$ cat config.mk
export PLATFORM = sky130hd
export DESIGN_NAME = conv_input_loader
export DESIGN_NICKNAME = d
export VERILOG_FILES = /design/src/rtl/conv_pkg.sv /design/src/rtl/wrap_addr_counter.sv /design/src/rtl/conv_input_loader.sv
export SDC_FILE = /design/constraint.sdc
export NUM_CORES = 1
export LEC_CHECK = 0
export ABC_AREA = 1
export CAP_MARGIN = 20
export CORE_UTILIZATION = 32
export CTS_BUF_LIST = sky130_fd_sc_hd__clkbuf_8
export CTS_CLUSTER_DIAMETER = 100
export DETAILED_ROUTE_END_ITERATION = 10
export DONT_BUFFER_PORTS = 1
export GPL_TIMING_DRIVEN = 0
export PLACE_DENSITY_LB_ADDON = 0.05
export REMOVE_ABC_BUFFERS = 1
export SLEW_MARGIN = 20
export SYNTH_ARGS = -nofsm -noshare
export SYNTH_HDL_FRONTEND = slang
export SYNTH_SLANG_ARGS = --single-unit
$ cat constraint.sdc
create_clock -name clk -period 3.4 [get_ports clk]
set_input_delay 0.68 -clock clk [delete_from_list [all_inputs] [get_ports clk]]
set_output_delay 0.68 -clock clk [all_outputs]
set_load 0.01 [all_outputs]
$ cat src/rtl/conv_pkg.sv
// Shared types and default sizing for the 1-D convolution engine.
package conv_pkg;

  typedef enum logic {
    LOAD = 1'b0,
    CONV = 1'b1
  } state_e;

  localparam int unsigned F_MEM_SIZE_DEF       = 4;
  localparam int unsigned X_MEM_SIZE_DEF       = 8;
  localparam int unsigned F_MEM_ADDR_WIDTH_DEF = $clog2(F_MEM_SIZE_DEF);
  localparam int unsigned X_MEM_ADDR_WIDTH_DEF = $clog2(X_MEM_SIZE_DEF);

endpackage

$ cat src/rtl/wrap_addr_counter.sv
// Modulo-MAX address counter with clear/load/increment (priority in that order)
// and a one-cycle wrap pulse when an increment leaves MAX-1.
module wrap_addr_counter #(
  parameter int unsigned MAX   = 8,
  parameter int unsigned WIDTH = 3
) (
  input  logic             clk,
  input  logic             reset,
  input  logic             clr_i,
  input  logic             load_i,
  input  logic [WIDTH-1:0] load_val_i,
  input  logic             incr_i,
  output logic [WIDTH-1:0] count_o,
  output logic             wrap_o
);

  localparam logic [WIDTH-1:0] LAST = WIDTH'(MAX - 1);

  logic [WIDTH-1:0] count_q, count_d;
  logic             at_last;

  assign at_last = (count_q == LAST);
  assign wrap_o  = incr_i & at_last;
  assign count_o = count_q;

  always_comb begin
    count_d = count_q;
    if (clr_i) begin
      count_d = '0;
    end else if (load_i) begin
      count_d = load_val_i;
    end else if (incr_i) begin
      count_d = at_last ? '0 : count_q + WIDTH'(1);
    end
  end

  always_ff @(posedge clk) begin
    if (reset) count_q <= '0;
    else       count_q <= count_d;
  end

endmodule

$ cat src/rtl/conv_input_loader.sv
// Write-side controller of the X/F memories: fills both through stream handshakes,
// then hands the address counters to the output controller until conv_done.
module conv_input_loader
  import conv_pkg::*;
#(
  parameter int unsigned F_MEM_SIZE       = F_MEM_SIZE_DEF,
  parameter int unsigned X_MEM_SIZE       = X_MEM_SIZE_DEF,
  parameter int unsigned X_MEM_ADDR_WIDTH = X_MEM_ADDR_WIDTH_DEF,
  parameter int unsigned F_MEM_ADDR_WIDTH = F_MEM_ADDR_WIDTH_DEF
) (
  input  logic                        clk,
  input  logic                        reset,
  input  logic                        s_valid_x,
  output logic                        s_ready_x,
  input  logic                        s_valid_f,
  output logic                        s_ready_f,
  input  logic                        conv_done,
  input  logic                        load_xaddr,
  input  logic [X_MEM_ADDR_WIDTH-1:0] load_xaddr_val,
  input  logic                        en_xaddr_incr,
  input  logic                        en_faddr_incr,
  output logic                        wr_en_x,
  output logic                        wr_en_f,
  output logic [X_MEM_ADDR_WIDTH-1:0] xmem_addr,
  output logic [F_MEM_ADDR_WIDTH-1:0] fmem_addr,
  output logic                        conv_start
);

  localparam logic [X_MEM_ADDR_WIDTH:0] X_LAST = (X_MEM_ADDR_WIDTH + 1)'(X_MEM_SIZE - 1);

  state_e state_q, state_d;
  logic   x_full_q, x_full_d;
  logic   f_full_q, f_full_d;
  logic   conv_start_q;
  logic   in_load, in_conv;
  logic   ctr_clr, x_load, x_incr, f_incr;
  logic   x_wrap, f_wrap;

  assign in_load = (state_q == LOAD);
  assign in_conv = (state_q == CONV);

  // Handshake: ready only while loading and the memory is not yet full.
  assign s_ready_x = in_load & ~x_full_q;
  assign s_ready_f = in_load & ~f_full_q;
  assign wr_en_x   = s_valid_x & s_ready_x;
  assign wr_en_f   = s_valid_f & s_ready_f;

  // Counter control: writes advance in LOAD, the output controller steers in CONV.
  assign ctr_clr = in_conv & conv_done;
  assign x_load  = in_conv & load_xaddr;
  assign x_incr  = in_load ? wr_en_x : en_xaddr_incr;
  assign f_incr  = in_load ? wr_en_f : en_faddr_incr;

  wrap_addr_counter #(
    .MAX   (X_MEM_SIZE),
    .WIDTH (X_MEM_ADDR_WIDTH)
  ) u_xaddr (
    .clk        (clk),
    .reset      (reset),
    .clr_i      (ctr_clr),
    .load_i     (x_load),
    .load_val_i (load_xaddr_val),
    .incr_i     (x_incr),
    .count_o    (xmem_addr),
    .wrap_o     (x_wrap)
  );

  wrap_addr_counter #(
    .MAX   (F_MEM_SIZE),
    .WIDTH (F_MEM_ADDR_WIDTH)
  ) u_faddr (
    .clk        (clk),
    .reset      (reset),
    .clr_i      (ctr_clr),
    .load_i     (1'b0),
    .load_val_i ('0),
    .incr_i     (f_incr),
    .count_o    (fmem_addr),
    .wrap_o     (f_wrap)
  );

  // Full flags latch on the wrapping write; CONV entered once both are set.
  always_comb begin
    state_d  = state_q;
    x_full_d = x_full_q;
    f_full_d = f_full_q;
    unique case (state_q)
      LOAD: begin
        x_full_d = x_full_q | x_wrap;
        f_full_d = f_full_q | f_wrap;
        if (x_full_d && f_full_d) state_d = CONV;
      end
      CONV: begin
        if (conv_done) begin
          state_d  = LOAD;
          x_full_d = 1'b0;
          f_full_d = 1'b0;
        end
      end
      default: state_d = LOAD;
    endcase
  end

  always_ff @(posedge clk) begin
    if (reset) begin
      state_q      <= LOAD;
      x_full_q     <= 1'b0;
      f_full_q     <= 1'b0;
      conv_start_q <= 1'b0;
    end else begin
      state_q      <= state_d;
      x_full_q     <= x_full_d;
      f_full_q     <= f_full_d;
      conv_start_q <= (state_d == CONV);
    end
  end

  assign conv_start = conv_start_q;

  a_load_xaddr_in_range : assert property (
    @(posedge clk) disable iff (reset)
    (in_conv && load_xaddr) |-> ({1'b0, load_xaddr_val} <= X_LAST)
  );

endmodule

Yosys cells after proc, flatten, opt, wreduce, memory -nomap -nowiden
Cells that the tools add are included.
{"block": "word_totals", "register_bits": 8, "latch_bits": 0, "ramBits": 0, "mem_bits_ro": 0, "in_bits": 11, "output_inout_bits": 10, "word_cells": 38, "n_memories": 0}
{"block": "op_classes", "n_addsub": 2, "multipliers": 0, "div_mod_pow": 0, "order_cmp": 0, "n_eq_ne": 3, "n_shift": 0, "mux": 12, "bitwise": 13, "n_reduce_logical": 3}
{"operator": "two-way mux 3 bit", "n": 3}
{"operator": "bitwise AND 1 bit", "n": 8}
{"operator": "case mux 1 bit (2 select lines)", "n": 3}
{"operator": "two-way mux 1 bit", "n": 5}
{"operator": "adder 3 x 1 -> 3 bit (second input constant)", "n": 1}
{"operator": "== test 3 bit (second input constant)", "n": 1}
{"operator": "inverter 1 bit", "n": 3}
{"operator": "adder 2 x 1 -> 2 bit (second input constant)", "n": 1}
{"operator": "== test 2 bit (second input constant)", "n": 1}
{"operator": "two-way mux 2 bit", "n": 1}
{"operator": "inequality test 2 bit (second input constant)", "n": 1}
{"operator": "bitwise OR 1 bit", "n": 2}
{"operator": "nonzero test 2 bit", "n": 1}
{"operator": "OR reduction 2 bit", "n": 1}
{"operator": "logical AND 1 bit", "n": 1}

Depth between registers and ports, before layout
{"block": "depth", "ltp_word": 9, "ltp_mapped": 8}

Modules after synthesis
A second synthesis with hierarchy kept.
{"block": "hier_totals", "hier_cells": 94, "area_unflattened_um2": 525.5}
{"module": "wrap_addr_counter (u_xaddr)", "instances": 1, "cells_per_inst": 33, "area_per_inst_um2": 197.7, "seq_area_each_um2": 60.1}
{"module": "conv_input_loader", "instances": 1, "cells_per_inst": 36, "area_per_inst_um2": 187.7, "seq_area_each_um2": 60.1}
{"module": "wrap_addr_counter (u_faddr)", "instances": 1, "cells_per_inst": 25, "area_per_inst_um2": 140.1, "seq_area_each_um2": 40.0}

Worst setup path after synthesis
No wires, ideal clock.
{"block": "synth_timing", "path_type": "in2out", "start": "input s_valid_x", "end": "output wr_en_x", "arrival_ns": 0.821, "slack_ns": 1.899, "stages": 2, "cell_sequence": "nand2_2 inv_1"}
{"block": "synth_between", "elab_chain_len": 1}
{"item": "start, declared", "line": "conv_input_loader.sv:13", "source": "input logic s_valid_x,"}
{"item": "bitwise AND 1 bit", "line": "conv_input_loader.sv:45", "source": "assign wr_en_x = s_valid_x & s_ready_x;"}
{"item": "end, declared", "line": "conv_input_loader.sv:22", "source": "output logic wr_en_x,"}
No other way between the ends.

==> metrics.log <==
[metrics] detailed-route wire length: 880 microns
[metrics] kind of path behind the tightest hold check: reg -> reg
[metrics] cell taking the most area after synthesis: sky130_fd_sc_hd__dfxtp_1
[metrics] initial antenna violation count: 0
[metrics] summed instance area of the synthesized netlist: between 400 and 500 sq um
[metrics] root buffer cell: sky130_fd_sc_hd__clkbuf_8
[metrics] Max Clock Skew: ~0.0027 ns
[metrics] Critical R2R Capture: u_xaddr.count_o[2]$_SDFFE_PP0P_
[metrics] Global Route Usage Sum: a little over an eighth
[metrics] cells resized by post-CTS repair: 0
[metrics] number of design rule violations left after detail routing: 0
[metrics] crit path DAT: ~1.1 ns
[metrics] core area: roughly 1300 sq um
[metrics] antenna cells: 0
[metrics] total global routing overflow: 0
[metrics] TNS Setup: 0 ns
[metrics] number of cell rows: 13
[metrics] number of unique standard cell types used by synthesis: 16
[metrics] leakage power figure: around 0.23 nW
[metrics] number of levels in the clock H-tree: 1
[metrics] f_max: between 0.5 and 0.6 GHz
[metrics] largest net degree at the start of global routing: 10
[metrics] Port Buf Inserts: 0
[metrics] worst slew pin tran: ~0.5 ns
[metrics] hpwl dp: ~690 microns
[metrics] setup-violating endpoint count in the final report: 0
[metrics] number of routed nets with antenna violations: 0
[metrics] DR iter-0 viols: 6
[metrics] most common library cells after synthesis: sky130_fd_sc_hd__nand2_1 (11), sky130_fd_sc_hd__o21ai_0 (10), sky130_fd_sc_hd__dfxtp_1 (8)
[metrics] depth of the most critical reg-to-reg path: 5
[metrics] CTS clk-pin slew, worst paths: approximately 0.04 ns
[metrics] total clock buffers created by CTS: 3
[metrics] die outline area: approximately 1600 sq um
[metrics] area added between synthesis and finish: 10.54%
[metrics] FF-to-FF Start: conv_start$_SDFF_PP0_
[metrics] most common flop cell mapped by yosys: sky130_fd_sc_hd__dfxtp_1
[metrics] FF+latch count, synth: 8
[metrics] fraction of final layout cells with drive strength greater than 1: a little over a fifth
[metrics] hold-critical path depth: 2
[metrics] routed wire length per instance: 11.43 microns
[metrics] top cell type's share of synthesized area: between 30% and 40%
[metrics] Synth async-reset ratio: 0%
[metrics] worst-case register-to-register setup slack: roughly 2.1 ns
[metrics] Chip Width: 40.04 microns
[metrics] headroom to the max-slew limit: about two thirds
[metrics] Total Power Consumption: 0.0002450 W
[metrics] cell area after layout: roughly 500 sq um
[metrics] count of maximum capacitance violations: 0
[metrics] final weighted congestion of routability-driven global placement: roughly 0.64
[metrics] final core utilization: roughly 39%
[metrics] via count of the first global-routing pass: between 300 and 400
[metrics] vias per inst: just under 5
[metrics] final number of max-transition violations: 0
[metrics] total number of vias: 377
[metrics] required time reported for the critical path endpoint: 2.72 ns
[metrics] final hold violations: 0
[metrics] Synthesis Warnings: 0
[metrics] CP startpoint kind: register
[metrics] Syn Area/Cell: 7.716 sq um
[metrics] wire length of the first global-routing pass: roughly 1400 microns
[metrics] Worst Path Class, Setup: reg -> out
[metrics] clock tree from TritonCTS: yes
[metrics] unrepaired setup endpoints after global routing: false
[metrics] result of the run: complete, no violations
[metrics] drt first pass iters: 4
[metrics] clock sinks: 8
[metrics] floorplan die height: about 40 microns
[metrics] cts hold-fix bufs: 0
[metrics] final net count: 78
[metrics] fraction of the cycle the final worst path needs: 52.18%
[metrics] Initial Util: about a third
[metrics] Syn Inst Count: 60
[metrics] share of synthesized area occupied by flip-flops and latches: approximately a third
[metrics] instance area after placement: 470.5 sq um
[metrics] sink of the worst hold path: f_full_q$_SDFFE_PP0P_
[metrics] Setup Buffers After CTS: 0
[metrics] source-to-sink clock delay at the later pin of the worst-skew pair: roughly 0.22 ns
[metrics] type of element capturing the critical path: output port
[metrics] biggest area contributors in the synthesized netlist: sky130_fd_sc_hd__dfxtp_1 (35%), sky130_fd_sc_hd__o21ai_0 (11%), sky130_fd_sc_hd__nand2_1 (8.9%), sky130_fd_sc_hd__ha_1 (8.1%), sky130_fd_sc_hd__a21oi_1 (5.4%)
[metrics] startpoint of the worst hold path: f_full_q$_SDFFE_PP0P_
[metrics] number of ports placed on the die boundary: 21
[metrics] Power Dens Cells: roughly 480 nW/um^2
[metrics] critical path peak fanout: 9
[metrics] post-layout min period: about 1.8 ns
[metrics] cell with the most instances after synthesis: sky130_fd_sc_hd__nand2_1
[metrics] Longest Clk Path Bufs: 2
[metrics] Worst VDD drop: approximately 0.2 mV
[metrics] count of flip-flops with a built-in enable after synthesis: 0
[state kept, by name (all words and copies together), names as in the netlist]
register,count
conv_start,1
x_full_q,1
f_full_q,1
u_xaddr.count_o,3
u_faddr.count_o,2
[per-layer routing]
metal / global-route usage [%] / share of wire [%]
met5: 0 / 0
met3: 7.222 / 4.2
met2: 25.00 / 51
met1: 11.33 / 44
met4: 5.172 / 1.1
[final cells by class]
class / count / area, sq um
fillers: 147 / 805.8
multi-input cells: 44 / 265.3
flip-flops and latches: 8 / 160.2
clock buffers: 3 / 41.29
inverters: 7 / 26.28
well taps: 15 / 18.77
[how the worst max path moves through the flow]
stage	start	slack [ns]	to
final	conv_start$_SDFF_PP0_	1.63	wr_en_f
after detailed placement	conv_start$_SDFF_PP0_	1.85	wr_en_f
after global placement	conv_start$_SDFF_PP0_	1.85	wr_en_f
after global routing	conv_start$_SDFF_PP0_	1.55	wr_en_x
after CTS	conv_start$_SDFF_PP0_	1.60	wr_en_f
after floorplan	s_valid_x	1.90	wr_en_x
[report_power, final]
group	leakage, nW	switching (W)	internal, W	total [W]
logic	0.144	0.0000138	0.0000102	0.0000240
clock network	0.0216	0.0000368	0.0000767	0.000113
registers	0.0656	0.00000771	0.0000998	0.000108
[cells by family (layout without fill, tap and decap cells)]
family / count (synthesis) / count (layout) / synth area share (%)
and+or+nand+nor: 24 / 24 / 29.19
DFF: 8 / 8 / 34.59
AOI/OAI and AO/OA: 17 / 17 / 20.00
adders and majority gates: 3 / 3 / 8.109
buffers and inverters: 8 / 10 / 8.107
[through the flow]
step / hold WS [ns] / cells / setup WS, ns
6_report: 0.5158 / 77 / 1.626
5_1_grt: 0.5507 / 77 / 1.554
4_1_cts: 0.5113 / 77 / 1.604
3_5_place_dp: 0.5054 / 74 / 1.848
3_3_place_gp: 0.5092 / 74 / 1.854
2_1_floorplan: 0.4875 / 59 / 1.898
[cells in the final DEF, fill, tap and decap left out]
master                      n
sky130_fd_sc_hd__nand2_4    2
sky130_fd_sc_hd__a21o_2     1
sky130_fd_sc_hd__nor2_4     2
sky130_fd_sc_hd__dfxtp_1    8
sky130_fd_sc_hd__inv_2      1
sky130_fd_sc_hd__o21ai_0   10
sky130_fd_sc_hd__nand3_1    3
sky130_fd_sc_hd__clkbuf_8   3
sky130_fd_sc_hd__nand2_1   11
sky130_fd_sc_hd__nor2_1     3
sky130_fd_sc_hd__nand2_2    2
sky130_fd_sc_hd__nand3_2    1
sky130_fd_sc_hd__ha_1       3
sky130_fd_sc_hd__inv_1      6
sky130_fd_sc_hd__a21oi_1    5
sky130_fd_sc_hd__a21oi_2    1
[worst max-delay path: stages, from the launching register on]
cell	delay, ns
sky130_fd_sc_hd__dfxtp_1	0.61
sky130_fd_sc_hd__nor2_4	0.09
sky130_fd_sc_hd__nand2_4	0.09
sky130_fd_sc_hd__inv_1	0.07
Power figures use the tool's default switching activity.
==> variant, RTL diff (same settings) <==
Reset style: asynchronous (`reset`), changed in 2 clocked blocks.
--- a/src/rtl/wrap_addr_counter.sv
+++ b/src/rtl/wrap_addr_counter.sv
@@ -34,7 +34,7 @@
     end
   end
 
-  always_ff @(posedge clk) begin
+  always_ff @(posedge clk or posedge reset) begin
     if (reset) count_q <= '0;
     else       count_q <= count_d;
   end
--- a/src/rtl/conv_input_loader.sv
+++ b/src/rtl/conv_input_loader.sv
@@ -101,7 +101,7 @@
     endcase
   end
 
-  always_ff @(posedge clk) begin
+  always_ff @(posedge clk or posedge reset) begin
     if (reset) begin
       state_q      <= LOAD;
       x_full_q     <= 1'b0;
Check against the original RTL: differs if reset is asserted again (counterexample within 4 cycles, from zero or initial values and one cycle with reset high); with reset held inactive, the same outputs for 10 cycles.
==> variant against the original RTL <==
Wire length grew 15%. Core utilization is 1.1 points higher. Critical path depth unchanged. Synthesized area increased by 3.5%. Cell count rose by 9.1%. Setup slack worse by 160 ps. Final area is 5.4% higher. Sequential cell count is the same. Hold slack lost 230 ps. Maximum frequency decreased by 8.4%.
Power is not compared: it rests on default switching activity, and its combinational part moved more than twofold at a synthesized area within 25%.
==> variant: results (changes against the original RTL) <==
run status: completed
number of fill cells: 148 (+0.68%)
top cells by area, synth: sky130_fd_sc_hd__dfrtp_1, sky130_fd_sc_hd__nand2_1, sky130_fd_sc_hd__ha_1, sky130_fd_sc_hd__inv_1, sky130_fd_sc_hd__nor2_1
Global Route met3 Usage: 0.0978 (+0.0256)
adder-cell share of the synthesized area: 0.0783 (-0.00275)
final worst hold slack: 289 ps (-227 ps)
Compound-Gate Fraction of Synth Area: 0.0914 (-0.109)
wire length per cell after detailed routing: 12.0 um (+5.2%)
portion of the layout cell area used by non-clock buffers: 0 (unchanged)
metal3 WL: 61 um (+65%)
FFs & Latches: 8 (unchanged)
flip-flop and latch area: 200 sq um (+25%)
area of the multi-input gates: 245 sq um (-7.5%)
Final Net Count: 85 (+9.0%)
global-route wire length before repair: 1.51 mm (+12%)
Worst Path Arrival: 1260 ps (+170 ps)
clock network area share: 0.0766 (-0.00412)
invs w/o clock: 9 (+2)
fraction of layout cells with a size suffix above 1: 0.0870 (-0.123)
Layout Skew: 5.62 ps (+2.96 ps)
worst-case register-to-register setup slack: 2050 ps (-20 ps)
routed via count divided by cell count: 4.94 (+0.91%)
GRT met1 Usage: 0.161 (+0.0472)
largest net degree at the start of global routing: 9 (-1)
number of global-route vias before repair: 391 (+8.9%)
Detail Route met2 WL: 453 um (+1.3%)
highest net fanout along the worst path: 8 (-1)
Final Cycle Share: 0.570 (+0.0481)
slew of the pin with the lowest slew margin: 334 ps (-152 ps)
number of different library cells in the post-synthesis netlist: 14 (-2)
proportion of synthesized chip area in sequential cells: 0.418 (+0.0718)
DRT met1 WL: 467 um (+21%)
first-pass detailed-route iteration total: 2 (-2)
startpoint of the worst register-to-register path: conv_start
Async SR Flop Fraction: 1.00 (+1.00)
standard cell area after detailed placement: 498 sq um (+5.9%)
met2 demand-to-capacity share in global routing: 0.226 (-0.0238)
violation count after the first detailed-route iteration: 7 (+1)
Hold Crit Class: primary input to async pin
overall global routing resource usage: 0.156 (+0.0234)
multi-input combinational cell count: 49 (+11%)
GPL Wtd Cong: 0.736 (+15%)
-- variant: power breakdown --
part / internal [uW] / switching [uW]
clock network: 77.0 / 40.8
registers: 140 / 59.4
logic: 81.8 / 132
total: 299 / 232
-- variant: worst max-delay path by stage --
stage	from	endpoint	depth (start not counted)
after floorplan	conv_start	wr_en_x	3
after global placement	conv_start	wr_en_x	3
after detailed placement	conv_start	wr_en_x	3
after CTS	conv_start	wr_en_x	3
after global routing	conv_start	wr_en_x	3
final	conv_start	wr_en_x	3
-- variant: per-stage QoR --
stage	utilization	worst slack, ps	instances	total power (uW)
2_1_floorplan	-	1790	66	373
3_3_place_gp	0.369	1700	81	418
3_5_place_dp	0.369	1690	81	418
4_1_cts	0.399	1440	84	540
5_1_grt	0.399	1280	84	594
6_report	0.399	1460	84	531
-- variant: worst max-delay path, stage by stage, from the launching register on --
cell                      delay [ps]
sky130_fd_sc_hd__dfrtp_1         490
sky130_fd_sc_hd__nor2_1          270
sky130_fd_sc_hd__nand2_1         140
sky130_fd_sc_hd__inv_1           120
